===== config.mk =====
export PLATFORM = sky130hd
export DESIGN_NAME = delay_timer_flat
export DESIGN_NICKNAME = d
export VERILOG_FILES = /design/src/rtl/delay_timer_pkg.sv /design/src/rtl/delay_timer_if.sv /design/src/rtl/delay_timer_prescaler.sv /design/src/rtl/delay_timer.sv /design/src/flat_wrapper.sv
export SDC_FILE = /design/constraint.sdc
export NUM_CORES = 1
export LEC_CHECK = 0
export CORE_MARGIN = 4
export CORE_UTILIZATION = 55
export DETAILED_ROUTE_END_ITERATION = 7
export PLACE_DENSITY_LB_ADDON = 0.25
export SYNTH_ARGS = -nofsm -noshare
export SYNTH_HDL_FRONTEND = slang
export SYNTH_SLANG_ARGS = --single-unit
export TNS_END_PERCENT = 5

===== constraint.sdc =====
create_clock -name clk -period 4.9 [get_ports clk]
set_input_delay 1.225 -clock clk [delete_from_list [all_inputs] [get_ports clk]]
set_output_delay 1.225 -clock clk [all_outputs]
set_load 0.01 [all_outputs]

===== src/rtl/delay_timer_pkg.sv =====
// Shared definitions for the programmable delay/tick timer: FSM states,
// mode encodings and the prescaler width helper.
package delay_timer_pkg;

    typedef enum logic {
        TMR_IDLE = 1'b0,
        TMR_RUN  = 1'b1
    } tmr_state_e;

    localparam logic TMR_ONESHOT  = 1'b0;
    localparam logic TMR_PERIODIC = 1'b1;

    // A divide-by-one prescaler still needs a legal one-bit counter width.
    function automatic int prescale_width(input int prescale);
        return (prescale <= 1) ? 1 : $clog2(prescale);
    endfunction

endpackage


===== src/rtl/delay_timer_if.sv =====
// Control/status bundle between a timer client (master) and the delay timer (slave).
interface delay_timer_if #(
    parameter int WIDTH = 16
);
    logic             start;
    logic [WIDTH-1:0] period;
    logic             periodic;
    logic             abort;
    logic             busy;
    logic             done;
    logic [WIDTH-1:0] remaining;

    modport master (
        output start, period, periodic, abort,
        input  busy, done, remaining
    );

    modport slave (
        input  start, period, periodic, abort,
        output busy, done, remaining
    );
endinterface


===== src/rtl/delay_timer_prescaler.sv =====
// Clock divider producing one tick every PRESCALE clk cycles; clr restarts
// the division so the first tick of a run lands PRESCALE edges after start.
module tick_prescaler
    import delay_timer_pkg::*;
#(
    parameter int PRESCALE = 1
) (
    input  logic clk,
    input  logic rst,
    input  logic clr,
    output logic tick
);

    generate
        if (PRESCALE <= 1) begin : g_bypass
            logic unused_inputs;
            assign unused_inputs = ^{clk, rst, clr};
            assign tick = 1'b1;
        end else begin : g_div
            localparam int            CW   = prescale_width(PRESCALE);
            localparam logic [CW-1:0] LAST = CW'(PRESCALE - 1);

            logic [CW-1:0] cnt_q;

            always_ff @(posedge clk) begin
                if (!rst || clr) begin
                    cnt_q <= '0;
                end else if (cnt_q == LAST) begin
                    cnt_q <= '0;
                end else begin
                    cnt_q <= cnt_q + 1'b1;
                end
            end

            assign tick = (cnt_q == LAST);
        end
    endgenerate

endmodule


===== src/rtl/delay_timer.sv =====
// Programmable one-shot/periodic delay timer with prescaler, abort and retrigger.
// Holds the IDLE/RUN FSM, latched period and mode, remaining count and done pulse.
module delay_timer
    import delay_timer_pkg::*;
#(
    parameter int WIDTH    = 16,
    parameter int PRESCALE = 1
) (
    input  logic          clk,
    input  logic          rst,
    delay_timer_if.slave  bus
);

    localparam logic [WIDTH-1:0] ONE = WIDTH'(1);

    tmr_state_e       state_q, state_d;
    logic [WIDTH-1:0] p_q, p_d;
    logic             mode_q, mode_d;
    logic [WIDTH-1:0] rem_q, rem_d;
    logic             done_q, done_d;
    logic             load;
    logic             tick;
    logic [WIDTH-1:0] start_p;

    assign start_p = (bus.period == '0) ? ONE : bus.period;

    tick_prescaler #(
        .PRESCALE (PRESCALE)
    ) u_prescaler (
        .clk  (clk),
        .rst  (rst),
        .clr  (load),
        .tick (tick)
    );

    always_ff @(posedge clk) begin
        if (!rst) begin
            state_q <= TMR_IDLE;
            p_q     <= '0;
            mode_q  <= TMR_ONESHOT;
            rem_q   <= '0;
            done_q  <= 1'b0;
        end else begin
            state_q <= state_d;
            p_q     <= p_d;
            mode_q  <= mode_d;
            rem_q   <= rem_d;
            done_q  <= done_d;
        end
    end

    // Priority abort > start > expiry; a retrigger swallows any expiry on its edge.
    always_comb begin
        state_d = state_q;
        p_d     = p_q;
        mode_d  = mode_q;
        rem_d   = rem_q;
        done_d  = 1'b0;
        load    = 1'b0;

        if (bus.abort) begin
            state_d = TMR_IDLE;
            rem_d   = '0;
        end else if (bus.start) begin
            load    = 1'b1;
            state_d = TMR_RUN;
            p_d     = start_p;
            mode_d  = bus.periodic;
            rem_d   = start_p;
        end else begin
            case (state_q)
                TMR_RUN: begin
                    if (tick) begin
                        if (rem_q <= ONE) begin
                            done_d = 1'b1;
                            if (mode_q == TMR_PERIODIC) begin
                                rem_d = p_q;
                            end else begin
                                state_d = TMR_IDLE;
                                rem_d   = '0;
                            end
                        end else begin
                            rem_d = rem_q - ONE;
                        end
                    end
                end
                default: begin
                    state_d = TMR_IDLE;
                end
            endcase
        end
    end

    assign bus.busy      = (state_q == TMR_RUN);
    assign bus.done      = done_q;
    assign bus.remaining = rem_q;

endmodule


===== src/flat_wrapper.sv =====
// flat-port wrapper written by rule: the top's interface ports become plain ports
module delay_timer_flat import delay_timer_pkg::*;
#(
    parameter int WIDTH    = 16,
    parameter int PRESCALE = 1
)
  (clk, rst, bus_start, bus_period, bus_periodic, bus_abort, bus_busy, bus_done, bus_remaining);
  delay_timer_if #(.WIDTH(WIDTH)) bus_i ();
  input  logic clk;
  input  logic rst;
  input wire logic [$bits(bus_i.start)-1:0] bus_start;
  input wire logic [$bits(bus_i.period)-1:0] bus_period;
  input wire logic [$bits(bus_i.periodic)-1:0] bus_periodic;
  input wire logic [$bits(bus_i.abort)-1:0] bus_abort;
  output wire logic [$bits(bus_i.busy)-1:0] bus_busy;
  output wire logic [$bits(bus_i.done)-1:0] bus_done;
  output wire logic [$bits(bus_i.remaining)-1:0] bus_remaining;
  assign bus_i.start = bus_start;
  assign bus_i.period = bus_period;
  assign bus_i.periodic = bus_periodic;
  assign bus_i.abort = bus_abort;
  assign bus_busy = bus_i.busy;
  assign bus_done = bus_i.done;
  assign bus_remaining = bus_i.remaining;
  delay_timer #(.WIDTH(WIDTH), .PRESCALE(PRESCALE)) u_core (.clk(clk), .rst(rst), .bus(bus_i));
endmodule

==> out/results.md <==
| Parameter | Reported | Unit |
|---|---|---|
| Maximum number of pins on one net before global-route repair | 23 | - |
| Antenna Violating Nets Remaining | 0 | - |
| Prevailing post-synth register cell | dfxtp_1 | - |
| Placeable core area | 3363 | um2 |
| Number of vias in the routed layout | 2,032 | - |
| Static power due to leakage | 0.0008861 | uW |
| Setup-failing EPs final | 0 | - |
| Number of warnings reported in the yosys synthesis log | 0 | - |
| WHS Path Cells | 2 | - |
| Detailed placement HPWL | 3.865 | mm |
| IO Pins | 39 | - |
| Maximum count of clock buffers along a single path | 2 | - |
| Start point of the worst min-delay path | u_core.p_q[10] | - |
| Vias in the first global route | 1,776 | - |
| Wirelength, routed | 5.404 | mm |
| DR WL/cell | 16.68 | um |
| Endpoint arrival time on the critical path | 3.29 | ns |
| Residual DRC count | 0 | - |
| Antenna violations before repair | 0 | - |
| Hold-fix buffer count after cts | 0 | - |
| Cell area after layout | 2425 | um2 |
| Final Cycle Share | 62.47 | % |
| Async S/R FF share, synth | 0 | % |
| Post-layout minimum cycle time | 3.061 | ns |
| Largest driver fanout on the critical path | 22 | - |
| Flip-flop and latch count after synthesis | 35 | - |
| Die width | 67.36 | um |
| Pins over their slew limit | 0 | - |
| Number of hold-slack violations in the final timing report | 0 | - |
| Clock tree skew after final layout | 0.007796 | ns |
| VDD IR-drop max | 0.1991 | mV |
| Worst reg2reg endpoint | u_core.bus.remaining[7] | - |
| Net count after synthesis | 270 | - |
| Classification of the worst-slack hold path | reg2reg | - |
| Worst-case headroom to the max-slew limit | 51.01 | % |
| Achievable clock frequency | 0.3267 | GHz |
| Register area share after synthesis | 36.15 | % |
| H-tree depth reported by CTS | 2 | - |
| Vertical die dimension | 67.36 | um |
| Reg2reg start | u_core.bus.remaining[6] | - |
| CTS tree | built | - |
| Root buf cell | clkbuf_4 | - |
| Worst min-delay path endpoint | u_core.p_q[10] | - |
| Drt pass-1 iters | 5 | - |
| Routability congestion estimate from global placement | 0.8852 | - |
| Category of the worst setup path launch point | input port | - |
| Setup_tns | 0 | ns |
| Cell count after synthesis | 247 | - |
| Die ar. | 4537 | um2 |
| Wire length of the first global-routing pass | 8.625 | mm |
| Post-layout net count | 300 | - |
| Initial Util | 57.63 | % |
| Signed area change from the synthesized netlist to the final layout | 25.11 | % |
| Mapped Avg Cell Area | 7.847 | um2 |
| Post-CTS Setup Repair Bufs | 0 | - |
| Number of enable-type register cells in the synthesized netlist | 0 | - |
| Cts bufs inserted | 5 | - |
| Tot GR Track Use | 25.37 | % |
| Worst Max-Slew Pin Slew | 0.7326 | ns |
| Setup crit start | bus_start | - |
| Ratio of total power to cell area | 304.7 | nW/um2 |
| Cell variety after synth | 46 | - |
| CP Class | in2reg | - |
| Insertion delay of the later-clocked pin in the worst-skew pair | 0.34 | ns |
| Area of placed instances | 2323 | um2 |
| Critical path data required time | 5.13 | ns |
| Clock transition at the registers of the reported paths | 0.10 | ns |
| # resized after CTS | 0 | - |
| DRC violation total after the first TritonRoute iteration | 254 | - |
| Layout cells sized above 1 | 6.835 | % |
| CTS Sinks | 35 | - |
| Setup slack of the worst register-to-register path | 2.24 | ns |
| Antenna cell count | 0 | - |
| Worst R2R Path Depth | 5 | - |
| Endpoint class of the critical path | flip-flop | - |
| Number of placement rows | 21 | - |
| Run status | complete, no violations | - |
| Unrepaired setup endpoints after global routing | false | - |
| Post-DR vias/cell | 6.272 | - |
| Synthesized cell area | 1938 | um2 |
| Overflow after GRT | 0 | - |
| Number of buffers added on ports | 38 | - |
| Number of violations of the max-capacitance limit | 0 | - |
-- worst max path at each step --
| stage | to | slack, ns | cells past startpoint |
|---|---|---|---|
| after global routing | u_core.bus.remaining[10] | 1.70 | 6 |
| after floorplan | u_core.p_q[0] | 2.67 | 5 |
| after global placement | u_core.bus.remaining[9] | 1.65 | 6 |
| after CTS | u_core.bus.remaining[10] | 1.88 | 6 |
| after detailed placement | u_core.bus.remaining[10] | 1.51 | 6 |
| final | u_core.bus.remaining[10] | 1.84 | 6 |
-- power by group --
part | switching [uW] | internal [uW] | total, uW
clock | 98.0 | 159 | 257
combinational | 90.4 | 76.2 | 167
sequential | 17.8 | 297 | 315
-- cell usage after synthesis (5+ instances only) --
master | instances | area [um2]
o21ai_0 | 9 | 45.04
clkbuf_1 | 12 | 45.04
a31oi_1 | 9 | 56.30
nand2_1 | 44 | 165.2
a21oi_1 | 18 | 90.09
nor4_1 | 7 | 43.79
or3_1 | 5 | 31.28
nor3_1 | 8 | 40.04
a21boi_0 | 16 | 120.1
nor2_1 | 13 | 48.80
dfxtp_1 | 35 | 700.7
xnor2_1 | 5 | 43.79
-- cell type report --
cell class                      instances  area [um2]
Clock inverter                          2       60.06
Timing Repair Buffer                   40       395.4
Multi-Input combinational cell        191        1155
Fill cell                             310       938.4
Inverter                                4       15.01
Sequential cell                        35       700.7
Clock buffer                            6       41.29
Tap cell                               46       57.56
-- placed cells by master, fill, tap and decap left out, types with 3 or more instances in the layout --
cell	n
inv_1	4
a21oi_1	18
o211ai_1	3
clkdlybuf4s50_1	38
or3_1	5
nand2_1	44
nor3b_1	3
xnor2_1	5
or4_1	3
clkbuf_4	5
a21boi_0	16
a41oi_1	4
o21ai_0	9
nor4_1	6
xor2_1	3
o22ai_1	4
dfxtp_1	35
nand3_1	4
nor2_1	13
and3_1	4
a31oi_1	9
or2_2	3
nor3_1	8
-- metrics by stage --
stage	worst slack, ns	instances	hold slack [ns]	util, %	power [uW]
floorplan	2.667	247	0.4394	-	426.2
detailed placement	1.511	316	0.4606	69.08	483.3
finish	1.839	324	0.4822	72.10	738.9
global route	1.698	324	0.5053	72.10	770.2
CTS	1.883	324	0.4836	72.10	740.4
global placement	1.646	316	0.4532	69.08	480.8
-- kinds of logic after synthesis --
kind of cell	after synthesis	synth area share, %
simple gates	103	26.79
compound gates	75	25.95
flops	35	36.15
buf+inv	21	4.583
xor+xnor	8	3.615
mux	3	1.614
fa+ha+maj	2	1.291
-- state kept, by name, indices dropped and copies added (netlist names) --
register and cells:
u_core.bus.busy 1, u_core.bus.done 1, u_core.bus.remaining 16, u_core.mode_q 1, u_core.p_q 16
-- worst max-delay path: stages --
cell and delay [ns]:
clkdlybuf4s50_1 0.95, inv_1 0.41, nand2_1 0.21, nor2_1 0.11, a41oi_1 0.27, o21ai_0 0.12
-- routing by layer --
metal,GRT usage [%],vias up,part of all wire (%)
met2,38.53,115,46
met4,6.076,0,0.98
met1,35.69,945,44
met5,0,-,0
li1,-,966,-
met3,6.822,6,9.0
Note: power is estimated with default switching activity, not from simulation.
